File: config.mk
export PLATFORM = sky130hd
export DESIGN_NAME = full_adder
export DESIGN_NICKNAME = d
export VERILOG_FILES = /design/src/rtl/full_adder.sv
export SDC_FILE = /design/constraint.sdc
export NUM_CORES = 1
export LEC_CHECK = 0
export CORE_AREA = 2 2 39 41
export DETAILED_ROUTE_END_ITERATION = 7
export DIE_AREA = 0 0 41 43
export GPL_TIMING_DRIVEN = 0
export PLACE_DENSITY_LB_ADDON = 0.3
export SLEW_MARGIN = 20
export SYNTH_ARGS = -nofsm -noshare
export SYNTH_HDL_FRONTEND = slang
export SYNTH_SLANG_ARGS = --single-unit
File: constraint.sdc
create_clock -name clk -period 2.4 [get_ports clk]
set_input_delay 0.72 -clock clk [delete_from_list [all_inputs] [get_ports clk]]
set_output_delay 0.72 -clock clk [all_outputs]
set_load 0.03 [all_outputs]
File: src/rtl/full_adder.sv
// Single-bit full adder: combinational sum/carry, a registered copy of them,
// and a bit-serial accumulator that keeps its carry in a register between bits.
module full_adder (
    input  logic clk,
    input  logic rst_n,
    input  logic x,
    input  logic y,
    input  logic cin,
    input  logic ser_en,
    input  logic ser_start,
    output logic sum,
    output logic cout,
    output logic sum_q,
    output logic cout_q,
    output logic ser_sum,
    output logic ser_carry
);

    logic c_eff;
    logic ser_sum_nxt;
    logic ser_carry_nxt;

    assign sum  = x ^ y ^ cin;
    assign cout = (x & y) | (x & cin) | (y & cin);

    // The first bit of a serial word takes its carry from cin; later bits
    // continue from the carry stored by the previous enabled bit.
    always_comb begin
        c_eff         = ser_start ? cin : ser_carry;
        ser_sum_nxt   = x ^ y ^ c_eff;
        ser_carry_nxt = (x & y) | (x & c_eff) | (y & c_eff);
    end

    always_ff @(posedge clk) begin
        if (!rst_n) begin
            sum_q     <= 1'b0;
            cout_q    <= 1'b0;
            ser_sum   <= 1'b0;
            ser_carry <= 1'b0;
        end else begin
            sum_q  <= sum;
            cout_q <= cout;
            if (ser_en) begin
                ser_sum   <= ser_sum_nxt;
                ser_carry <= ser_carry_nxt;
            end
        end
    end

endmodule

==> results of run 1 <==
## cell families (layout without fill, tap and decap cells)
family	count (synthesis)	count (layout)
simple gates	4	4
flops	4	4
fa+ha+maj	2	2
mux	3	3
buf+inv	0	15
## metal layers
layer  up-vias  share of wire [%]  wire (um)  global-route usage (%)
met2        15                 37        177                   8.750
met4         0                  0          0                   6.000
li1         74                  -          -                       -
met1        71                 43        207                   7.120
met3         0                 20         99                   7.330
met5         -                  0          0                       0
## power by group
| part | switching [mW] | leakage, nW | total (mW) | internal, mW |
|---|---|---|---|---|
| Sequential | 0.00245 | 0.0332 | 0.0752 | 0.0727 |
| Combinational | 0.0338 | 0.0915 | 0.0655 | 0.0317 |
| Clock | 0.0255 | 0.0138 | 0.0813 | 0.0558 |
## final timing paths
| kind | end | slack (ns) | depth (start not counted) |
|---|---|---|---|
| worst max register to register | ser_sum$_SDFFE_PN0P_ | 1.06 | 4 |
| worst min register to register | ser_sum$_SDFFE_PN0P_ | 0.52 | 2 |
| worst min-delay path | ser_sum$_SDFFE_PN0P_ | 0.52 | 2 |
| worst max-delay path | sum | 0.03 | 3 |
## sequential cells by signal (all words and copies together) (netlist names)
register and cells:
sum_q 1, cout_q 1, ser_carry 1, ser_sum 1
## critical path, cell delays in order
cell and delay, ns:
dlygate4sd2_1 0.26, fa_1 0.54, buf_6 0.14
## cell usage after synthesis, drive strengths merged
cell type | number | share of area (%)
fa | 2 | 23
dfxtp | 4 | 45
nor2b | 2 | 7.1
mux2i | 2 | 11
mux2 | 1 | 6.4
and2 | 2 | 7.1
## metrics by stage
stage / worst slack (ns) / utilization (%)
2_1_floorplan: 0.2418 / -
3_3_place_gp: -0.7693 / 22.88
3_5_place_dp: -0.7675 / 22.88
4_1_cts: 0.02541 / 24.14
5_1_grt: 0.008602 / 24.14
6_report: 0.03010 / 24.14
## cell type report
cell class / instances / area [sq um] / share of cell area (%)
clock buffers: 3 / 22.52 / 6.742
repair buffers: 12 / 115.1 / 34.46
multi-input cells: 9 / 96.34 / 28.84
well taps: 16 / 20.02 / 5.993
flip-flops and latches: 4 / 80.08 / 23.97
==> results.toml, run 1 <==
[synthesis]
synth-simple-area-share_pct = 14.18
ys_warn_count = 0
synth.distinct_cells = 6
synthCells = 13
syn_nets = 22
synth_top_family_by_area = "adder cells"
synth_mux_area_share_pct = 17.73
synth-adder-area-share_pct = 22.70
syn_avg_cell_area_sq_um = 13.57
syn_area_sq_um = 176.4
ys_seq_area_share_pct = 45.39
synth_compound_area_share_pct = 0
synth_xor_area_share_pct = 0
ys_ff_latch = 4

[cells_and_area]
fillerInstances = 149
mostFrequentLayoutCells = "7 x clkdlybuf4s50_1, 4 x dfxtp_1, 3 x clkbuf_4"
instances_no_fill = 44
final_nets = 39
final_layout_size_suffix_gt1_share_pct = 25.00
fin_area_sq_um = 334.1
area_growth_syn_to_layout_pct = 89.36
final_common_cell = "clkdlybuf4s50_1"
insertedDiodeCount = 0

[clock_tree]
cts_setup_buffers = 0
clockRootBuffer = "clkbuf_4"
htree_levels = 1
cts_hold_buf = 0
cts.reportedPaths.clkPinSlew_ns = 0.04
cts_buffer_depth = 2
cts_tree = "yes"
cts_buffers = 3
clk_latency_ns = 0.23
numClockSinks = 4
cts_resized = 17

[detailed_routing]
first_iter_violations = 0
wl_um = 484
vias = 160
ant_nets = 0
first_pass_iters = 1
via_per_inst = 3.636
detail_route.wl_per_cell_um = 11.00
drc = 0

[global_routing]
grt_overflow = 0
grt_pass1_vias = 175
grt_max_degree = 5
antenna_found_initial = 0
grtUsageTotal_pct = 7.344
grt_pass1_wl_um = 779

[worst_setup_path]
cp-start-kind = "input port"
crit_fanout = 2
critPathCaptureType = "output port"
path_class = "in2out"
r2r-start = "ser_carry$_SDFFE_PN0P_"
worst_ep_arrival_time_ns = 1.65
critPathLaunch = "cin"
cp.required_ns = 1.68

[job]
cap_viol_max_count = 0

[min_path]
holdCritPathClass = "reg2reg"
worstHoldStart = "ser_sum$_SDFFE_PN0P_"

[outcome]
status = "completed"

[floorplan]
die_w_um = 41
placementRows = 14
initial_core_util_pct = 12.75
dieHeight_um = 43
core_sq_um = 1384
dieArea_sq_um = 1763
pin_count = 13

[timing]
fin_tns_setup_ns = 0
slew_viol_final = 0
finalSetupViolations = 0
skew_ns = 0.00002549
worst_slew_pin_slew_ns = 0.3119
relSlewSlack_pct = 79.14
post-route-period-util_pct = 98.75
finalWorstPathRequiredPeriod_ns = 2.370
rsz0062_at_grt = "no"
max_freq_mhz = 422.0
hold_violations = 0
whs_ns = 0.5229

[placed_design]
gp_congestion = 0.6386
dpl-instance-area_sq_um = 316.6
port-buffer-count = 12
dpl.cell_count = 41

[power]
ir_drop_v = 0.0001936
report.power.total_uw = 222.0
p_leak_nw = 0.1385
powerDensity_nw_per_um2 = 664.5
No activity file was read; power rests on OpenSTA's default activity.
==> inputs of run 2 (changes only) <==
--- a/config.mk
+++ b/config.mk
@@ -8,8 +8,10 @@
 export CORE_AREA = 2 2 39 41
 export DETAILED_ROUTE_END_ITERATION = 7
 export DIE_AREA = 0 0 41 43
+export DONT_BUFFER_PORTS = 1
 export GPL_TIMING_DRIVEN = 0
 export PLACE_DENSITY_LB_ADDON = 0.3
+export SKIP_CTS_REPAIR_TIMING = 1
 export SLEW_MARGIN = 20
 export SYNTH_ARGS = -nofsm -noshare
 export SYNTH_HDL_FRONTEND = slang
==> run 2 against run 1 <==
Global-route usage decreased by 1.4 points. Critical endpoint unchanged. Sequential share of layout area increased by 13 points. Maximum frequency rose by 9.1%.
==> results.toml, run 2 (synthesized netlist as in run 1, its figures left out) <==
[global_routing]
grt_pass1_wl_um = 552
antenna_found_initial = 0
grtUsageTotal_pct = 5.912
grt_max_degree = 5
grt_overflow = 0
grt_pass1_vias = 141

[timing]
relSlewSlack_pct = 75.46
finalWorstPathRequiredPeriod_ns = 2.173
worst_slew_pin_slew_ns = 0.3676
hold_violations = 0
max_freq_mhz = 460.2
finalSetupViolations = 0
rsz0062_at_grt = "no"
fin_tns_setup_ns = 0
slew_viol_final = 0
post-route-period-util_pct = 90.54
skew_ns = 0.00004058

[placed_design]
port-buffer-count = 0
gp_congestion = 0.5341

[job]
cap_viol_max_count = 0

[worst_setup_path]
crit_chain = "fa_1"
r2r_slack_ns = 0.91
critPathCaptureType = "output port"
cp.required_ns = 1.68
crit_buf_inv = 0
crit_fanout = 2
slowest_delay_ns = 0.73
path_class = "in2out"
worst_ep_arrival_time_ns = 1.45
cp-start-kind = "input port"
worst_path_max_delay_cell = "fa_1"
cp_top_family = "adder cells"

[detailed_routing]
first_iter_violations = 4
drc = 0
detail_route.wl_per_cell_um = 11.94
via_per_inst = 3.469
vias = 111
first_pass_iters = 2
ant_nets = 0
wl_um = 382

[clock_tree]
cts_buffers = 3
cts.reportedPaths.clkPinSlew_ns = 0.04
clk_latency_ns = 0.23
clockRootBuffer = "clkbuf_4"
htree_levels = 1
numClockSinks = 4
cts_buffer_depth = 2
cts_tree = "yes"

[cells_and_area]
fillerInstances = 153
insertedDiodeCount = 0
area_growth_syn_to_layout_pct = 24.11
final_nets = 27
finalCoreUtilization_pct = 15.82
final_layout_size_suffix_gt1_share_pct = 25.00
mostFrequentLayoutCells = "4 x dfxtp_1, 3 x clkbuf_4"
regArea_sq_um = 80.08
multi_input_area_sq_um = 96.34
final_common_cell = "dfxtp_1"

[floorplan]
placementRows = 14
dieArea_sq_um = 1763
core_sq_um = 1384
initial_core_util_pct = 12.75
die_w_um = 41
dieHeight_um = 43
pin_count = 13

[power]
report.power.total_uw = 196.2
p_leak_nw = 0.08707
powerDensity_nw_per_um2 = 896.1
ir_drop_v = 0.0001783

[outcome]
status = "completed"

[min_path]
holdCritPathClass = "in2reg"
[run 2: power by group]
part | switching, mW | internal, mW
Combinational | 0.0145 | 0.0115
Clock | 0.0269 | 0.0559
Sequential | 0.0147 | 0.0727
[run 2: worst paths after layout]
kind / startpoint / endpoint / cells past startpoint
max: y / sum / 1
min: rst_n / cout_q$_SDFF_PN0_ / 1
max reg2reg: ser_carry$_SDFFE_PN0P_ / ser_sum$_SDFFE_PN0P_ / 4
min reg2reg: ser_sum$_SDFFE_PN0P_ / ser_sum$_SDFFE_PN0P_ / 2
[run 2: layer usage]
metal  wire length [um]  vias to the layer above  global-route usage, %
met5                  0                        -                      0
met4                  8                        0                  6.000
met3                123                        2                  10.47
met2                131                       14                  6.250
met1                119                       46                  3.195
li1                   -                       49                      -
[run 2: layout make-up]
cell class,count,area share (%)
flip-flops and latches,4,36.57
clock buffers,3,10.29
multi-input cells,9,44.00
well taps,16,9.143
[run 2: per-stage QoR]
stage	area, sq um	hold WS, ns	worst slack (ns)	cells
5_1_grt	219.0	0.6118	0.1982	32
3_5_place_dp	196.4	0.6685	0.2236	29
2_1_floorplan	176.4	0.6404	0.2418	13
6_report	219.0	0.6178	0.2271	32
3_3_place_gp	196.4	0.6786	0.2249	29
4_1_cts	219.0	0.6090	0.2217	32
